--- src/rtl/heap_feeder.sv ---
// Frame-level driver/collector for the streaming top-K heap: packs candidates, sequences init/en/flush, forwards retained records.
// Latency: accept -> heap_en/heap_din next cycle; heap output -> m_* one registered cycle during DRAIN.
// Backpressure: s_ready drops for EN_GAP cycles after each accept and once frame end is seen; m_* has no backpressure.
module heap_feeder #(
    parameter int DATA_WIDTH   = 32,
    parameter int KEY_WIDTH    = 16,
    parameter int NLEVELS      = 2,
    parameter int EN_GAP       = 1,
    parameter int DRAIN_CYCLES = 2 * ((1 << (NLEVELS + 1)) - 1) + 6
) (
    input  logic                             clk,
    input  logic                             rstn,
    input  logic                             frame_start,
    input  logic                             frame_end,
    input  logic                             s_valid,
    output logic                             s_ready,
    input  logic [KEY_WIDTH-1:0]             s_key,
    input  logic [DATA_WIDTH-2-KEY_WIDTH-1:0] s_payload,
    output logic [DATA_WIDTH-1:0]            heap_din,
    output logic                             heap_en,
    output logic                             heap_init,
    output logic                             heap_flush,
    input  logic [DATA_WIDTH-1:0]            heap_dout,
    input  logic                             heap_valid,
    output logic                             m_valid,
    output logic [KEY_WIDTH-1:0]             m_key,
    output logic [DATA_WIDTH-2-KEY_WIDTH-1:0] m_payload,
    output logic                             busy,
    output logic                             done,
    output logic [15:0]                      in_count,
    output logic [15:0]                      evict_count,
    output logic [15:0]                      out_count
);

    localparam int PAY_WIDTH = DATA_WIDTH - 2 - KEY_WIDTH;
    localparam int GAP_W     = $clog2(EN_GAP + 1);
    localparam int DCW       = $clog2(DRAIN_CYCLES + 1);

    typedef enum logic [2:0] {
        S_IDLE,
        S_INIT,
        S_STREAM,
        S_FLUSH,
        S_DRAIN
    } state_t;

    state_t                 state_q;
    logic [GAP_W-1:0]       gap_q;
    logic                   end_pend_q;
    logic [DCW-1:0]         drain_q;
    logic [DATA_WIDTH-1:0]  heap_din_q;
    logic                   heap_en_q;
    logic                   heap_init_q;
    logic                   heap_flush_q;
    logic                   m_valid_q;
    logic [KEY_WIDTH-1:0]   m_key_q;
    logic [PAY_WIDTH-1:0]   m_payload_q;
    logic                   done_q;
    logic [15:0]            in_count_q;
    logic [15:0]            evict_count_q;
    logic [15:0]            out_count_q;

    logic                   accept_d;
    logic                   word_ok_d;

    // Counters stick at all-ones rather than wrapping on very long frames.
    function automatic logic [15:0] sat_inc(input logic [15:0] v);
        return (v == 16'hFFFF) ? v : v + 16'd1;
    endfunction

    // Candidates are taken only in STREAM, once the insert gap has elapsed and no frame end is seen.
    always_comb begin
        s_ready   = (state_q == S_STREAM) && (gap_q == '0) && !end_pend_q && !frame_end;
        accept_d  = s_valid && s_ready;
        // The heap only raises valid for normal words; the flag check is a cheap guard against stray markers.
        word_ok_d = heap_valid && (heap_dout[DATA_WIDTH-1:DATA_WIDTH-2] == 2'b00);
    end

    // Frame sequencer: every heap-facing and stream output is a register written here.
    always_ff @(posedge clk or negedge rstn) begin
        if (!rstn) begin
            state_q       <= S_IDLE;
            gap_q         <= '0;
            end_pend_q    <= 1'b0;
            drain_q       <= '0;
            heap_din_q    <= '0;
            heap_en_q     <= 1'b0;
            heap_init_q   <= 1'b0;
            heap_flush_q  <= 1'b0;
            m_valid_q     <= 1'b0;
            m_key_q       <= '0;
            m_payload_q   <= '0;
            done_q        <= 1'b0;
            in_count_q    <= '0;
            evict_count_q <= '0;
            out_count_q   <= '0;
        end else begin
            // Strobes default low so each is a single-cycle pulse.
            heap_en_q    <= 1'b0;
            heap_init_q  <= 1'b0;
            heap_flush_q <= 1'b0;
            done_q       <= 1'b0;
            m_valid_q    <= 1'b0;

            unique case (state_q)
                S_IDLE: begin
                    if (frame_start) begin
                        state_q       <= S_INIT;
                        heap_init_q   <= 1'b1;
                        gap_q         <= '0;
                        end_pend_q    <= 1'b0;
                        in_count_q    <= '0;
                        evict_count_q <= '0;
                        out_count_q   <= '0;
                    end
                end

                S_INIT: begin
                    state_q <= S_STREAM;
                    if (frame_end) begin
                        end_pend_q <= 1'b1;
                    end
                end

                S_STREAM: begin
                    if (accept_d) begin
                        // din is left untouched until the next accept so the heap can sample it a cycle late.
                        heap_din_q <= {2'b00, s_payload, s_key};
                        heap_en_q  <= 1'b1;
                        gap_q      <= GAP_W'(EN_GAP);
                        in_count_q <= sat_inc(in_count_q);
                    end else if (gap_q != '0) begin
                        // Counting every non-insert edge keeps en pulses exactly EN_GAP idle cycles apart.
                        gap_q <= gap_q - 1'b1;
                    end
                    if (frame_end) begin
                        end_pend_q <= 1'b1;
                    end
                    if (word_ok_d) begin
                        evict_count_q <= sat_inc(evict_count_q);
                    end
                    // The last insert has been consumed once its en pulse and gap have both drained.
                    if (end_pend_q && (gap_q == '0) && !heap_en_q) begin
                        state_q      <= S_FLUSH;
                        heap_flush_q <= 1'b1;
                    end
                end

                S_FLUSH: begin
                    drain_q <= '0;
                    state_q <= S_DRAIN;
                end

                S_DRAIN: begin
                    m_valid_q   <= word_ok_d;
                    m_key_q     <= heap_dout[KEY_WIDTH-1:0];
                    m_payload_q <= heap_dout[DATA_WIDTH-3:KEY_WIDTH];
                    if (word_ok_d) begin
                        out_count_q <= sat_inc(out_count_q);
                    end
                    drain_q <= drain_q + 1'b1;
                    if (drain_q == DCW'(DRAIN_CYCLES - 1)) begin
                        done_q  <= 1'b1;
                        state_q <= S_IDLE;
                    end
                end

                default: begin
                    state_q <= S_IDLE;
                end
            endcase
        end
    end

    assign heap_din    = heap_din_q;
    assign heap_en     = heap_en_q;
    assign heap_init   = heap_init_q;
    assign heap_flush  = heap_flush_q;
    assign m_valid     = m_valid_q;
    assign m_key       = m_key_q;
    assign m_payload   = m_payload_q;
    assign busy        = (state_q != S_IDLE);
    assign done        = done_q;
    assign in_count    = in_count_q;
    assign evict_count = evict_count_q;
    assign out_count   = out_count_q;

endmodule

--- config.mk ---
export PLATFORM = sky130hd
export DESIGN_NAME = heap_feeder
export DESIGN_NICKNAME = d
export VERILOG_FILES = /design/src/rtl/heap_feeder.sv
export SDC_FILE = /design/constraint.sdc
export NUM_CORES = 1
export LEC_CHECK = 0
export ABC_CLOCK_PERIOD_IN_PS = 3500
export BUFFER_PORTS_ARGS = -buffer_cell sky130_fd_sc_hd__buf_2
export CORE_ASPECT_RATIO = 1.1
export CORE_UTILIZATION = 40
export CTS_CLUSTER_DIAMETER = 40
export DETAILED_ROUTE_END_ITERATION = 10
export GPL_ROUTABILITY_DRIVEN = 0
export GPL_TIMING_DRIVEN = 0
export PLACE_DENSITY = 0.66
export SKIP_CTS_REPAIR_TIMING = 1
export SKIP_LAST_GASP = 1
export SLEW_MARGIN = 20
export SYNTH_ARGS = -nofsm -noshare
export SYNTH_HDL_FRONTEND = slang
export SYNTH_SLANG_ARGS = --single-unit
export TNS_END_PERCENT = 20
--- constraint.sdc ---
create_clock -name clk -period 3.5 [get_ports clk]
set_input_delay 0.525 -clock clk [delete_from_list [all_inputs] [get_ports clk]]
set_output_delay 0.525 -clock clk [all_outputs]
set_load 0.01 [all_outputs]
Yosys cells after proc, flatten, opt, wreduce, memory -nomap -nowiden

Cells that the tools add are included.

Output and inout bits: 117
Word-level logic and storage cells: 94
Input port bits: 68
Bits in registers: 123

Equal/unequal tests: 18
Multiplexer cells: 30
Reductions and logical operators: 25
Add/sub/neg operators: 5
Bitwise gates (word level): 1

Operator list:

| cell                    | count |
|---|---|
| $mux W16                | 7 |
| $pmux W16 S2            | 3 |
| $add A16 B1 Y16 const B | 3 |
| $eq A16 B16 Y1 const B  | 3 |
| $ne A2 B2 Y1 const B    | 8 |
| $pmux W3 S5             | 1 |
| $mux W1                 | 13 |
| $reduce_and A4 Y1       | 3 |
| $pmux W5 S2             | 1 |
| $mux W3                 | 3 |
| $reduce_bool A2 Y1      | 4 |
| $logic_and A1 B1 Y1     | 7 |
| $eq A3 B2 Y1 const B    | 2 |
| $reduce_and A3 Y1       | 2 |
| $add A5 B1 Y5 const B   | 1 |
| $eq A5 B5 Y1 const B    | 1 |
| $ne A2 B1 Y1 const B    | 2 |
| $pmux W1 S2             | 2 |
| $reduce_and A2 Y1       | 2 |
| $eq A3 B1 Y1 const B    | 1 |
| $eq A3 B3 Y1 const B    | 1 |
| $logic_not A1 Y1        | 3 |
| $logic_not A3 Y1        | 1 |
| $reduce_bool A3 Y1      | 1 |
| other kinds (4)         | 4 |

Logic depth before layout (Yosys ltp)

Depth after elaboration: 7
Depth in mapped cells: 8
Depth with buffers taken out: 6

Worst setup path before layout

OpenSTA, ideal clock, no wires.

Kind: register to register
Start point: register in_count_q[0] (netlist: in_count[0])
End point: register in_count_q[13] (netlist: in_count[13])
Library setup time: 0.095 ns
Clock period less this slack: 1.911 ns
Buffers on the path: 1
Arrival: 1.816 ns
Cell stages (with the launch flop): 8
Required time: 3.405 ns
Slack: 1.589 ns
Path through: dfrtp_1 > ha_1 > nand3_2 > or4_4 > a21oi_4 > buf_6 > o21ai_1 > o31ai_1

Longest elaborated chain between the ends: 4
Elaborated cells between the ends (all ways): 7
Classes of those cells: add/sub: 1; eq/ne: 2; mux: 3; reduce/logical: 1

Ends and longest elaborated chain:

| what                   | line | source |
|---|---|---|
| start, declared        | 59   | `logic [15:0] in_count_q;` |
| start signal, assigned | 131  | `in_count_q <= sat_inc(in_count_q);` |
| $add A16 B1 Y16        | 68   | `return (v == 16'hFFFF) ? v : v + 16'd1;` |
| $mux W16               | 68   |  |
| $mux W16               | 126  | `if (accept_d) begin` |
| $pmux W16 S2           | 105  | `unique case (state_q)` |

Parallel ways exist; a longest one is shown, timed or not. The select of a mux whose other input is x is not followed.
A chain may end at the register's enable or synchronous reset.

Worst setup path in the final report

Start point: register out_count_q[0] (netlist: out_count[0])
End point: register out_count_q[13] (netlist: out_count[13])

Longest elaborated chain between the ends: 4
Elaborated cells between the ends (all ways): 7
Classes of those cells: add/sub: 1; eq/ne: 2; mux: 3; reduce/logical: 1

Ends and longest elaborated chain:

| what                   | line | source |
|---|---|---|
| start, declared        | 61   | `logic [15:0] out_count_q;` |
| start signal, assigned | 159  | `out_count_q <= sat_inc(out_count_q);` |
| $add A16 B1 Y16        | 68   |  |
| $mux W16               | 68   |  |
| $mux W16               | 158  | `if (word_ok_d) begin` |
| $pmux W16 S2           | 105  |  |

Parallel ways exist; a longest one is shown, timed or not. The select of a mux whose other input is x is not followed.

==> impl_metrics.env <==
export IMPL_status="complete, no violations"
export IMPL_critPathCaptureType="flip-flop"
export IMPL_fin_crit_sh_pct=63.1
export IMPL_cts_sinks=123
export IMPL_grt_antenna_before_repair=1
export IMPL_drt_pass1_iterations=4
export IMPL_die_area_sq_mm=0.0145
export IMPL_synth_area_sq_mm=0.00561
export IMPL_drt_iter0_drc=296
export IMPL_drc=0
export IMPL_num_fill_cells=1348
export IMPL_overflow=0
export IMPL_syn_avg_cell_area_sq_um=8.99
export IMPL_synth_edff_count=0
export IMPL_finalHoldViolCount=0
export IMPL_synth_area_leader_cell="dfrtp_1"
export IMPL_arrival_ns=2.51
export IMPL_yosysSeqAreaShare_pct=54.8
export IMPL_rsz0062_at_grt="false"
export IMPL_die_y_um=126
export IMPL_powerDensity_mw_per_mm2=703
export IMPL_total_power_uw=5190
export IMPL_synth_most_common_cell="nand2_1"
export IMPL_tns_ns=0
export IMPL_cts_tree="yes"
export IMPL_crit_required_ns=3.80
export IMPL_fin_crit_ns=2.21
export IMPL_core_sq_mm=0.0137
export IMPL_worstPathMaxFanout=9
export IMPL_vdd_drop_max_uv=385
export IMPL_dp_hpwl_um=9940
export IMPL_io_pins=185
export IMPL_netlist_top_cells_count="nand2_1, dfrtp_1, o21ai_0"
export IMPL_fin_skew_ns=0.0139
export IMPL_die_w_um=115
export IMPL_clk_pin_slew_ns=0.06
export IMPL_fmax_mhz=453
export IMPL_grt_pass1_wl_um=23000
export IMPL_crit_path_start_kind="flip-flop"
export IMPL_port_buffers=182
export IMPL_ys_ff_latch=123
export IMPL_routed_wl_um=13900
export IMPL_grt_max_degree=88
export IMPL_leakage_uw=0.00395
export IMPL_syn_inst=624
export IMPL_num_vias=5079
export IMPL_setup_violations=0
export IMPL_cts_buffers=17
export IMPL_clock_latency_ns=0.41
export IMPL_rows=45
export IMPL_finalNetCount=900
export IMPL_worst_setup_path_type="flip-flop to flip-flop"
export IMPL_dominantRegCellSynth="dfrtp_1"
export IMPL_tightest_slew_ns=0.683
export IMPL_htree_levels=4
export IMPL_ys_types=58
export IMPL_initial_core_util_pct=40.8
export IMPL_maxCapViolations=0
export IMPL_drive_gt1_share_pct=28.7
export IMPL_drt_vias_per_instance=4.94
export IMPL_async_flop_share_pct=100
export IMPL_syn_to_final_growth_pct=31.5
export IMPL_slew_violations=0
export IMPL_wl_per_cell_um=13.5
export IMPL_min_path_type="input port to flip-flop"
export IMPL_synth_top_area_share_pct=54.8
export IMPL_ys_top_cells_by_area="dfrtp_1, nand2_1, o21ai_0, nand3_1, nor2_1"
export IMPL_grt_pass1_vias=4787
export IMPL_clk_path_buf_depth=2
export IMPL_yosys_warnings=0
export IMPL_slew_headroom_pct=54.1
export IMPL_ctsRootBufferMaster="clkbuf_16"
export IMPL_antenna_violating_nets_post_route=0
export IMPL_n_antenna_cell=0
export IMPL_grt_usage_pct=20.2
logic make-up after synthesis:
| group | after synthesis | share of synthesized area, % |
|---|---|---|
| compound gates | 114 | 12.0 |
| xor+xnor | 5 | 0.781 |
| fa+ha+maj | 4 | 0.892 |
| buf+inv | 36 | 3.19 |
| flops | 123 | 54.8 |
| mux | 2 | 0.357 |
| other cells | 1 | 0.0668 |
| simple gates | 339 | 27.9 |
metrics by stage:
| step | cell area, sq um | setup slack [ns] | hold WS, ns | cells | util (%) |
|---|---|---|---|---|---|
| global route | 7380 | 1.14 | 0.296 | 1028 | 53.7 |
| detailed placement | 6800 | 1.24 | 0.416 | 996 | 49.5 |
| global placement | 6760 | 0.247 | 0.453 | 995 | 49.2 |
| CTS | 7370 | 1.27 | -0.0205 | 1027 | 53.6 |
| floorplan | 5620 | 1.59 | 0.229 | 625 | - |
| finish | 7380 | 1.29 | 0.296 | 1028 | 53.7 |
flip-flops by register name, indices dropped and copies added (netlist names):
name         cells
end_pend_q       1
done             1
heap_din        30
m_valid          1
out_count       16
gap_q            1
m_payload       14
heap_en          1
state_q          3
m_key           16
heap_init        1
drain_q          5
in_count        16
heap_flush       1
evict_count     16
cell type report:
| cell class | count | area [sq um] | share of cell area (%) |
|---|---|---|---|
| Clock buffer | 20 | 447 | 6.05 |
| Clock inverter | 11 | 123 | 1.66 |
| Multi-Input combinational cell | 466 | 2360 | 32.0 |
| Inverter | 7 | 31.3 | 0.424 |
| Timing Repair Buffer | 184 | 958 | 13.0 |
| Sequential cell | 123 | 3080 | 41.7 |
| Tap cell | 188 | 235 | 3.19 |
| Buffer | 29 | 148 | 2.00 |
critical path, stage by stage, from the launching register on:
cell	delay, ns
dfrtp_1	0.42
ha_1	0.26
nand4_1	0.25
nor4_2	0.49
nand2b_1	0.16
buf_2	0.20
o21ai_0	0.11
a21o_1	0.20
path summary, 6_finish.rpt:
kind                          startpoint       endpoint  slack [ns]  cells after the start
max in group asynchronous           rstn   out_count[6]        2.21                      3
min                        heap_dout[13]      m_key[13]        0.30                      3
min in group asynchronous           rstn    heap_din[3]        0.59                      2
max                         out_count[0]  out_count[13]        1.29                      7
max reg2reg                 out_count[0]  out_count[13]        1.29                      7
min reg2reg                 heap_din[24]   heap_din[24]        0.47                      2
routing by layer:
layer  global-route usage, %  wire [um]  up-vias
li1                        -          -     2529
met1                    25.7       6250     2368
met2                    32.5       6600      163
met3                    5.82        856       19
met4                    7.03        204        0
met5                       0          0        -
report_power, final:
part	switching (uW)	total, uW	internal [uW]	leakage [uW]
Clock	620	1680	1060	0.000268
Sequential	209	2010	1810	0.00162
Combinational	895	1490	599	0.00207
Total	1720	5190	3460	0.00395
layout by cell type (no fill, tap or decap), drive strengths merged, types with 2 or more instances in the layout:
cell type / n
buf: 198
xnor2: 2
clkbuf: 34
and3: 7
a21oi: 14
a22o: 4
conb: 2
nor3b: 6
or3b: 3
bufinv: 2
ha: 4
xor2: 3
dfrtp: 123
nor3: 12
and4: 4
o21ai: 63
o31ai: 6
nor2: 26
clkinvlp: 4
a21o: 10
inv: 6
nor4: 4
a31oi: 9
nand3: 25
clkinv: 6
mux2i: 2
or3: 4
nand2: 220
and2: 6
o21a: 2
nand4: 15
No activity file was read; power rests on OpenSTA's default activity.
